==> src/rtl/enemy_bomb.sv <==
// enemy_bomb: an enemy projectile that falls down the screen and reports a hit on the player ship.
//
// Ports:
//   s_clk         pixel/system clock, the only clock
//   rst           synchronous, active-high reset
//   move_tick     one-cycle motion enable, once per frame or slower
//   fire          launch request; ignored while busy
//   orig_x/orig_y launch position (top-left of bomb), sampled on an accepted fire
//   pixel_x/y     current scan position
//   player_pixel  scan position is on the player ship
//   bomb_pixel    scan position is on the falling bomb (combinational)
//   busy          bomb in flight or exploding
//   player_hit    one-cycle pulse on the cycle after a collision
//   bomb_x/bomb_y current registered bomb position
module enemy_bomb #(
    parameter int unsigned BOMB_W        = 4,
    parameter int unsigned BOMB_H        = 12,
    parameter int unsigned STEP          = 2,
    parameter int unsigned SCREEN_H      = 480,
    parameter int unsigned EXPLODE_TICKS = 30
) (
    input  logic        s_clk,
    input  logic        rst,
    input  logic        move_tick,
    input  logic        fire,
    input  logic [10:0] orig_x,
    input  logic [10:0] orig_y,
    input  logic [10:0] pixel_x,
    input  logic [10:0] pixel_y,
    input  logic        player_pixel,
    output logic        bomb_pixel,
    output logic        busy,
    output logic        player_hit,
    output logic [10:0] bomb_x,
    output logic [10:0] bomb_y
);

    localparam int unsigned CntW = (EXPLODE_TICKS > 1) ? $clog2(EXPLODE_TICKS) : 1;

    // 12-bit constants so position sums never wrap.
    localparam logic [11:0] StepExt  = 12'(STEP);
    localparam logic [11:0] LimitExt = 12'(SCREEN_H - BOMB_H);
    localparam logic [11:0] WExt     = 12'(BOMB_W);
    localparam logic [11:0] HExt     = 12'(BOMB_H);
    localparam logic [CntW-1:0] CntLast = CntW'(EXPLODE_TICKS - 1);

    typedef enum logic [1:0] {StIdle, StFly, StHit} state_e;

    state_e          state_q, state_d;
    logic [10:0]     bomb_x_q, bomb_x_d;
    logic [10:0]     bomb_y_q, bomb_y_d;
    logic [CntW-1:0] cnt_q, cnt_d;
    logic            hit_q, hit_d;

    logic [11:0]     bx_ext, by_ext, px_ext, py_ext, next_y;
    logic            collide;

    assign bx_ext  = {1'b0, bomb_x_q};
    assign by_ext  = {1'b0, bomb_y_q};
    assign px_ext  = {1'b0, pixel_x};
    assign py_ext  = {1'b0, pixel_y};
    assign next_y  = by_ext + StepExt;
    assign collide = bomb_pixel & player_pixel;

    // State register
    always_ff @(posedge s_clk) begin
        if (rst) begin
            state_q <= StIdle;
        end else begin
            state_q <= state_d;
        end
    end

    // Datapath registers
    always_ff @(posedge s_clk) begin
        if (rst) begin
            bomb_x_q <= '0;
            bomb_y_q <= '0;
            cnt_q    <= '0;
            hit_q    <= 1'b0;
        end else begin
            bomb_x_q <= bomb_x_d;
            bomb_y_q <= bomb_y_d;
            cnt_q    <= cnt_d;
            hit_q    <= hit_d;
        end
    end

    // Next-state and datapath update
    always_comb begin
        state_d  = state_q;
        bomb_x_d = bomb_x_q;
        bomb_y_d = bomb_y_q;
        cnt_d    = cnt_q;
        hit_d    = 1'b0;
        unique case (state_q)
            StIdle: begin
                if (fire) begin
                    bomb_x_d = orig_x;
                    bomb_y_d = orig_y;
                    state_d  = StFly;
                end
            end
            StFly: begin
                // A collision wins over a coincident move_tick; position stays put.
                if (collide) begin
                    state_d = StHit;
                    hit_d   = 1'b1;
                    cnt_d   = '0;
                end else if (move_tick) begin
                    if (next_y > LimitExt) begin
                        state_d = StIdle;
                    end else begin
                        bomb_y_d = next_y[10:0];
                    end
                end
            end
            StHit: begin
                if (move_tick) begin
                    if (cnt_q == CntLast) begin
                        state_d = StIdle;
                        cnt_d   = '0;
                    end else begin
                        cnt_d = cnt_q + 1'b1;
                    end
                end
            end
            default: state_d = StIdle;
        endcase
    end

    // Outputs
    always_comb begin
        busy       = (state_q != StIdle);
        bomb_pixel = (state_q == StFly) &&
                     (px_ext >= bx_ext) && (px_ext < bx_ext + WExt) &&
                     (py_ext >= by_ext) && (py_ext < by_ext + HExt);
    end

    assign player_hit = hit_q;
    assign bomb_x     = bomb_x_q;
    assign bomb_y     = bomb_y_q;

endmodule

==> config.mk <==
export PLATFORM = sky130hd
export DESIGN_NAME = enemy_bomb
export DESIGN_NICKNAME = d
export VERILOG_FILES = /design/src/rtl/enemy_bomb.sv
export SDC_FILE = /design/constraint.sdc
export NUM_CORES = 1
export LEC_CHECK = 0
export ABC_AREA = 1
export ABC_CLOCK_PERIOD_IN_PS = 2400
export BUFFER_PORTS_ARGS = -buffer_cell sky130_fd_sc_hd__clkbuf_2
export CAP_MARGIN = 0
export CORE_AREA = 2 2 80 82
export DETAILED_ROUTE_END_ITERATION = 8
export DIE_AREA = 0 0 82 84
export PLACE_DENSITY = 0.77
export SLEW_MARGIN = 20
export SYNTH_ARGS = -nofsm -noshare
export SYNTH_HDL_FRONTEND = slang
export SYNTH_SLANG_ARGS = --single-unit
==> constraint.sdc <==
create_clock -name s_clk -period 2.4 [get_ports s_clk]
set_input_delay 0.36 -clock s_clk [delete_from_list [all_inputs] [get_ports s_clk]]
set_output_delay 0.36 -clock s_clk [all_outputs]
set_load 0.01 [all_outputs]
-- Word-level counts from Yosys, hierarchy flattened
Index checks and enable logic that the tools add are counted.
Widths: inputs -> output; s select.
- flip-flop bits (word level): 30
- bits of input ports: 49
- output and inout port bits: 25
- logic and storage cells: 58
- muxes and demuxes: 17
- reduce and logical (&&, ||, !) cells: 13
- $lt $le $gt $ge: 5
- add/subtract/negate cells: 4
- bitwise operators: 2
- equality and inequality tests: 12
- operators with widths (cell ; count):
    $mux 11 ; 4
    $lt 11x12->1 ; 2
    $ge 11x11->1 ; 2
    $pmux 11 s2 ; 1
    $mux 5 ; 3
    $ne 2x2->1 const B ; 7
    $add 11x2->12 const B ; 1
    $add 11x3->12 const B ; 1
    $add 11x4->12 const B ; 1
    $gt 12x9->1 const B ; 1
    $mux 2 ; 6
    $pmux 5 s2 ; 1
    $reduce_and 5->1 ; 2
    $ne 3x3->1 const B ; 2
    $pmux 2 s3 ; 1
    $reduce_bool 2->1 ; 3
    $add 5x1->5 const B ; 1
    $eq 5x5->1 const B ; 1
    $logic_and 1x1->1 ; 4
    $reduce_and 3->1 ; 1
    $eq 2x1->1 const B ; 1
    $eq 2x2->1 const B ; 1
    $logic_not 2->1 ; 1
    $reduce_and 2->1 ; 1
    other kinds (4) ; 4

-- Depth between registers and ports, before layout
- word-level depth: 8
- depth in mapped cells: 22
- gate-level depth less buffers: 21

-- Worst setup path before layout
Ideal clock, no wire load.
- path kind: register -> register
- start: reg bomb_y_q[3] (netlist: bomb_y[3])
- end: reg bomb_y_q[2] (netlist: bomb_y[2])
- clock period less this slack: 2680 ps
- setup slack: -280 ps
- data required time: 2287 ps
- buffers on the path: 1
- arrival time: 2568 ps
- setup time: 113 ps
- cell stages (with the launch flop): 19
- path through: dfxtp_1 > inv_1 > ha_1 > or2_2 > nor2_1 > nand2_1 > xor2_1 > ha_1 > inv_1 > nor2_1 > o21ai_1 > nand2_1 > nor2_1 > nand4_1 > buf_4 > nand2_4 > nand2_1 > nand2_1 > nor2_1
- longest elaborated chain between the ends: 6
- elaborated cells on any way between the ends: 11
- classes of those cells: add/sub: 2; order compare: 3; eq/ne: 2; bitwise: 1; reduce/logical: 3
- ends and longest elaborated chain (what ; RTL line ; source):
    from (decl) ; 51 ; logic [10:0] bomb_y_q, bomb_y_d;
    from (signal assigned) ; 83 ; bomb_y_q <= bomb_y_d;
    $add 11x4->12 / $ge 11x11->1 (equally long branches) ; 137 ; (py_ext >= by_ext) && (py_ext < by_ext + HExt);
    $lt 11x12->1 / $logic_and 1x1->1 (equally long branches) ; 137, 136 ;
    $logic_and 1x1->1 ; 137 ;
    $and 1x1->1 ; 63 ; assign collide = bomb_pixel & player_pixel;
    $ne 2x2->1 (no source line) ; -- ;
    $reduce_and 5->1 (no source line) (*) ; -- ;
Mark *: on every way between the ends. The rest lies on a longest branch, timed or not.
A chain may end at the register's enable or synchronous reset.

-- Worst setup path after layout
- start: reg bomb_y_q[2] (netlist: bomb_y[2])
- end: reg cnt_q[3]
- longest elaborated chain between the ends: 6
- elaborated cells on any way between the ends: 8
- classes of those cells: add/sub: 1; order compare: 2; eq/ne: 1; bitwise: 1; reduce/logical: 3
- ends and longest elaborated chain (what ; RTL line ; source):
    $add 11x4->12 / $ge 11x11->1 (equally long branches) ; 137 ;
    $lt 11x12->1 / $logic_and 1x1->1 (equally long branches) ; 137, 136 ;
    $logic_and 1x1->1 (*) ; 137 ;
    $and 1x1->1 (*) ; 63 ;
    $ne 2x2->1 (no source line) (*) ; -- ;
    $reduce_and 3->1 (no source line) (*) ; -- ;
    to (signal assigned) ; 84 ; cnt_q <= cnt_d;
    to (decl) ; 52 ; logic [CntW-1:0] cnt_q, cnt_d;
Marks and branches as above.

==> metrics.log <==
INFO  metric floorplan.die.height = 84 um
INFO  metric die_x = 82 um
INFO  metric fin_crit_sh = 1.16
INFO  metric setup_viol = 19
INFO  metric drc = 0
INFO  metric worstHoldPathType = primary input to flop
INFO  metric reg2regPathDepth = 17
INFO  metric yosys_register_bits = 30
INFO  metric clkPwrFrac = 0.224
INFO  metric yosys.cell_types.count = 37
INFO  metric ys.warnings.count = 0
INFO  metric layout.cells.most_common = sky130_fd_sc_hd__nand2_1
INFO  metric critical_path_class = flop to flop
INFO  metric grt_first_pass_wirelength = 13000 um
INFO  metric reg2reg_slack = -380 ps
INFO  metric period_needed = 2780 ps
INFO  metric fp.dieArea = 0.00689 mm2
INFO  metric startpoint_type = flop
INFO  metric synthCells = 441
INFO  metric areaGrowthSynthToFinish = 39.2%
INFO  metric power.switching = 746 uW
INFO  metric detail_route.wl_per_cell = 13.2 um
INFO  metric core_region_area = 0.00610 mm2
INFO  metric timing.critical_path.required = 2600 ps
INFO  metric place.gp.congestion = 0.846
INFO  metric critPathCaptureType = flop
INFO  metric clk_pin_slew = 70 ps
INFO  metric finalWorstSetupSlack = -383 ps
INFO  metric worst_skew_pair.late_latency = 280 ps
INFO  metric power_density = 473 mW/mm2
INFO  metric worstPathMaxFanout = 8
INFO  metric critPathSlowestCell = sky130_fd_sc_hd__dfxtp_4
INFO  metric cts_made_buffers = 5
INFO  metric mappedNetlistArea = 0.00290 mm2
INFO  metric worst-path-stages = 17
INFO  metric cts_htree_levels = 2
INFO  metric hold_vio_cnt_final = 0
INFO  metric detail_route.first_pass.iterations = 4
INFO  metric detailroute.via_count = 3197
INFO  metric timing.critical_path.slowest_cell_delay = 350 ps
INFO  metric antenna_found_initial = 0
INFO  metric ant_nets = 0
INFO  metric drt_first_iter_violations = 153
INFO  metric layout_common_cells = sky130_fd_sc_hd__nand2_1 (97), sky130_fd_sc_hd__clkbuf_2 (72), sky130_fd_sc_hd__inv_1 (52), sky130_fd_sc_hd__ha_1 (44), sky130_fd_sc_hd__nor2_1 (41)
INFO  metric worst_path_dominant_cell_family = simple AND/OR/NAND/NOR gates
INFO  metric r2r_end = cnt_q[3]
INFO  metric number_of_buffers_and_inverters_on_the_critical_path = 5
INFO  metric postSynthAreaPerCell = 6.57 um2
INFO  metric clock.fmax = 359 MHz
INFO  metric timing_worst_slew_pin_value = 672 ps
INFO  metric multiInputGateArea = 0.00232 mm2
INFO  metric cell_internal_power_dissipation = 1160 uW
INFO  metric violated_checks = negative setup slack
INFO  metric worst-endpoint-arrival = 2990 ps
INFO  metric final-seq-area = 617 um2
INFO  metric critical_path.reg2reg.startpoint = bomb_y[2]
INFO  metric headroom_to_the_max_slew_limit = 0.551
INFO  metric cts.root.buffer_cell = sky130_fd_sc_hd__clkbuf_8
INFO  metric rows = 29
INFO  metric first_global_vias = 2949
INFO  metric overflow = 0
INFO  metric sw_frac_of_total = 0.391
INFO  metric worst_path_cell_trace = inv_2 > ha_4 > or2_4 > buf_4 > xor2_1 > ha_1 > nand2_1 > nor2_1 > nand3_2 > nor2_2 > nor2_2 > buf_4 > nand4_1 > buf_6 > buf_12 > nand3_4 > a21oi_2
INFO  metric layout-drive-gt1-share = 0.355
INFO  metric skew = 7.99 ps
INFO  metric count_of_pins_over_their_slew_limit = 0
INFO  metric tritoncts_clock_tree = yes
INFO  metric critical_path.endpoint = cnt_q[3]
INFO  metric grt_usage = 0.239
INFO  metric num-fill-cells = 526
INFO  metric final_net_count = 646
INFO  metric timing.max_cap.violations = 0
INFO  metric seq_power_share = 0.307
INFO  metric initial_core_util = 0.475
INFO  metric cts-root-to-sink-buffers = 2
INFO  metric layout.cells.non_filler = 629
INFO  metric power = 1910 uW
INFO  metric port-buffer-count = 73
INFO  metric final_area = 0.00403 mm2
INFO  metric via_per_inst = 5.08
INFO  metric n_antenna_cell = 0
INFO  metric num_ports = 74
INFO  metric status = finished, violations left
INFO  metric dpl.hpwl = 6040 um
INFO  metric setup_repair_after_global_routing_missed_its_margin = true
INFO  metric power.ir.vdd_worst = 442 uV
INFO  metric placedInstanceArea = 0.00357 mm2
INFO  metric cp-startpoint = bomb_y[2]
INFO  metric power.share.combinational = 0.469
INFO  metric share_of_the_yosys_chip_area_belonging_to_registers = 0.207
INFO  metric placed_cells = 612
INFO  metric grt_max_degree = 25
INFO  metric synth_nets = 536
INFO  metric wirelength = 8290 um
INFO  metric cts_sinks = 30
INFO  metric power.leakage = 0.00203 uW
-- flip-flops by register name (all words and copies together), names as in the netlist --
| register | cells |
|---|---|
| player_hit | 1 |
| cnt_q | 5 |
| bomb_x | 11 |
| bomb_y | 11 |
| state_q | 2 |
-- layer usage --
| metal | up-vias | part of all wire | GRT usage |
|---|---|---|---|
| met5 | - | 0 | 0 |
| met4 | 0 | 0.010 | 0.0470 |
| met3 | 10 | 0.045 | 0.0444 |
| met2 | 78 | 0.50 | 0.418 |
| met1 | 1455 | 0.44 | 0.300 |
| li1 | 1654 | - | - |
-- per-stage QoR --
step | utilization | TNS (ps) | worst slack, ps | hold WS, ps
2_1_floorplan | - | 0 | 8.17 | 487
3_3_place_gp | 0.586 | -4430 | -267 | 470
3_5_place_dp | 0.586 | -5950 | -358 | 479
4_1_cts | 0.640 | -4380 | -337 | 338
5_1_grt | 0.662 | -8570 | -507 | 347
6_report | 0.662 | -5620 | -383 | 352
-- worst min-delay path by stage --
stage / startpoint / end / slack (ps) / cells past startpoint
floorplan: cnt_q[4] / cnt_q[4] / 490 / 2
global placement: bomb_x[1] / bomb_x[1] / 470 / 2
detailed placement: bomb_x[1] / bomb_x[1] / 480 / 2
CTS: orig_x[0] / bomb_x[0] / 340 / 3
global route: orig_x[0] / bomb_x[0] / 350 / 3
finish: orig_x[0] / bomb_x[0] / 350 / 3
-- power groups by stage --
stage | Combinational (uW) | Clock (uW) | Sequential (uW)
2_1_floorplan | 455 | 0 | 627
3_3_place_gp | 753 | 0 | 588
3_5_place_dp | 779 | 0 | 589
4_1_cts | 833 | 430 | 583
5_1_grt | 998 | 460 | 592
6_report | 895 | 427 | 586
-- final cells by class --
type | count | share of cell area
multi-input combinational | 345 | 0.574
timing repair buffer | 112 | 0.173
tap | 77 | 0.0239
inverter | 57 | 0.0531
clock buffer | 7 | 0.0214
sequential | 30 | 0.153
clock inverter | 1 | 0.00124
-- cells in the mapped netlist, drive strengths merged --
cell | instances | area, um2
nand2 | 114 | 445
inv | 57 | 214
nor2 | 54 | 228
ha | 46 | 576
a21oi | 36 | 180
dfxtp | 30 | 601
nand3 | 29 | 160
o21ai | 28 | 144
xor2 | 14 | 123
buf | 5 | 32.5
clkbuf | 5 | 18.8
nand4 | 5 | 31.3
and3 | 2 | 12.5
nor3 | 2 | 15.0
o21bai | 2 | 15.0
or4 | 2 | 15.0
xnor2 | 2 | 17.5
a211oi | 1 | 7.51
a21boi | 1 | 18.8
a21o | 1 | 7.51
a31oi | 1 | 6.26
mux2i | 1 | 10.0
nand3b | 1 | 7.51
nor4 | 1 | 6.26
or2 | 1 | 6.26
-- worst register-to-register path: cells and delay by family (launching register included) --
kind	cells	cell delay, ps
buffers and inverters	5	690
and+or+nand+nor	8	950
AOI/OAI and AO/OA	1	150
DFF	1	350
adders and majority gates	2	440
xor gates and xnor gates	1	130
-- repair_timing --
| action | CTS | global route |
|---|---|---|
| pin swaps | 27 | 27 |
| gates cloned | 2 | 0 |
| setup endpoints to repair | 19 | 19 |
| resized for setup | 48 | 30 |
| buffers inserted | 5 | 3 |
| hold buffers | 0 | 0 |
-- kinds of logic after synthesis --
family                   after synthesis  synth area share
AND/OR/NAND/NOR                      211             0.320
flip-flops                            30             0.207
AO/OA/AOI/OAI                         70             0.131
XOR/XNOR                              16            0.0484
adder cells (fa/ha/maj)               46             0.199
buffers and inverters                 67            0.0915
multiplexers                           1           0.00345
(Power assumes the default switching activity.)
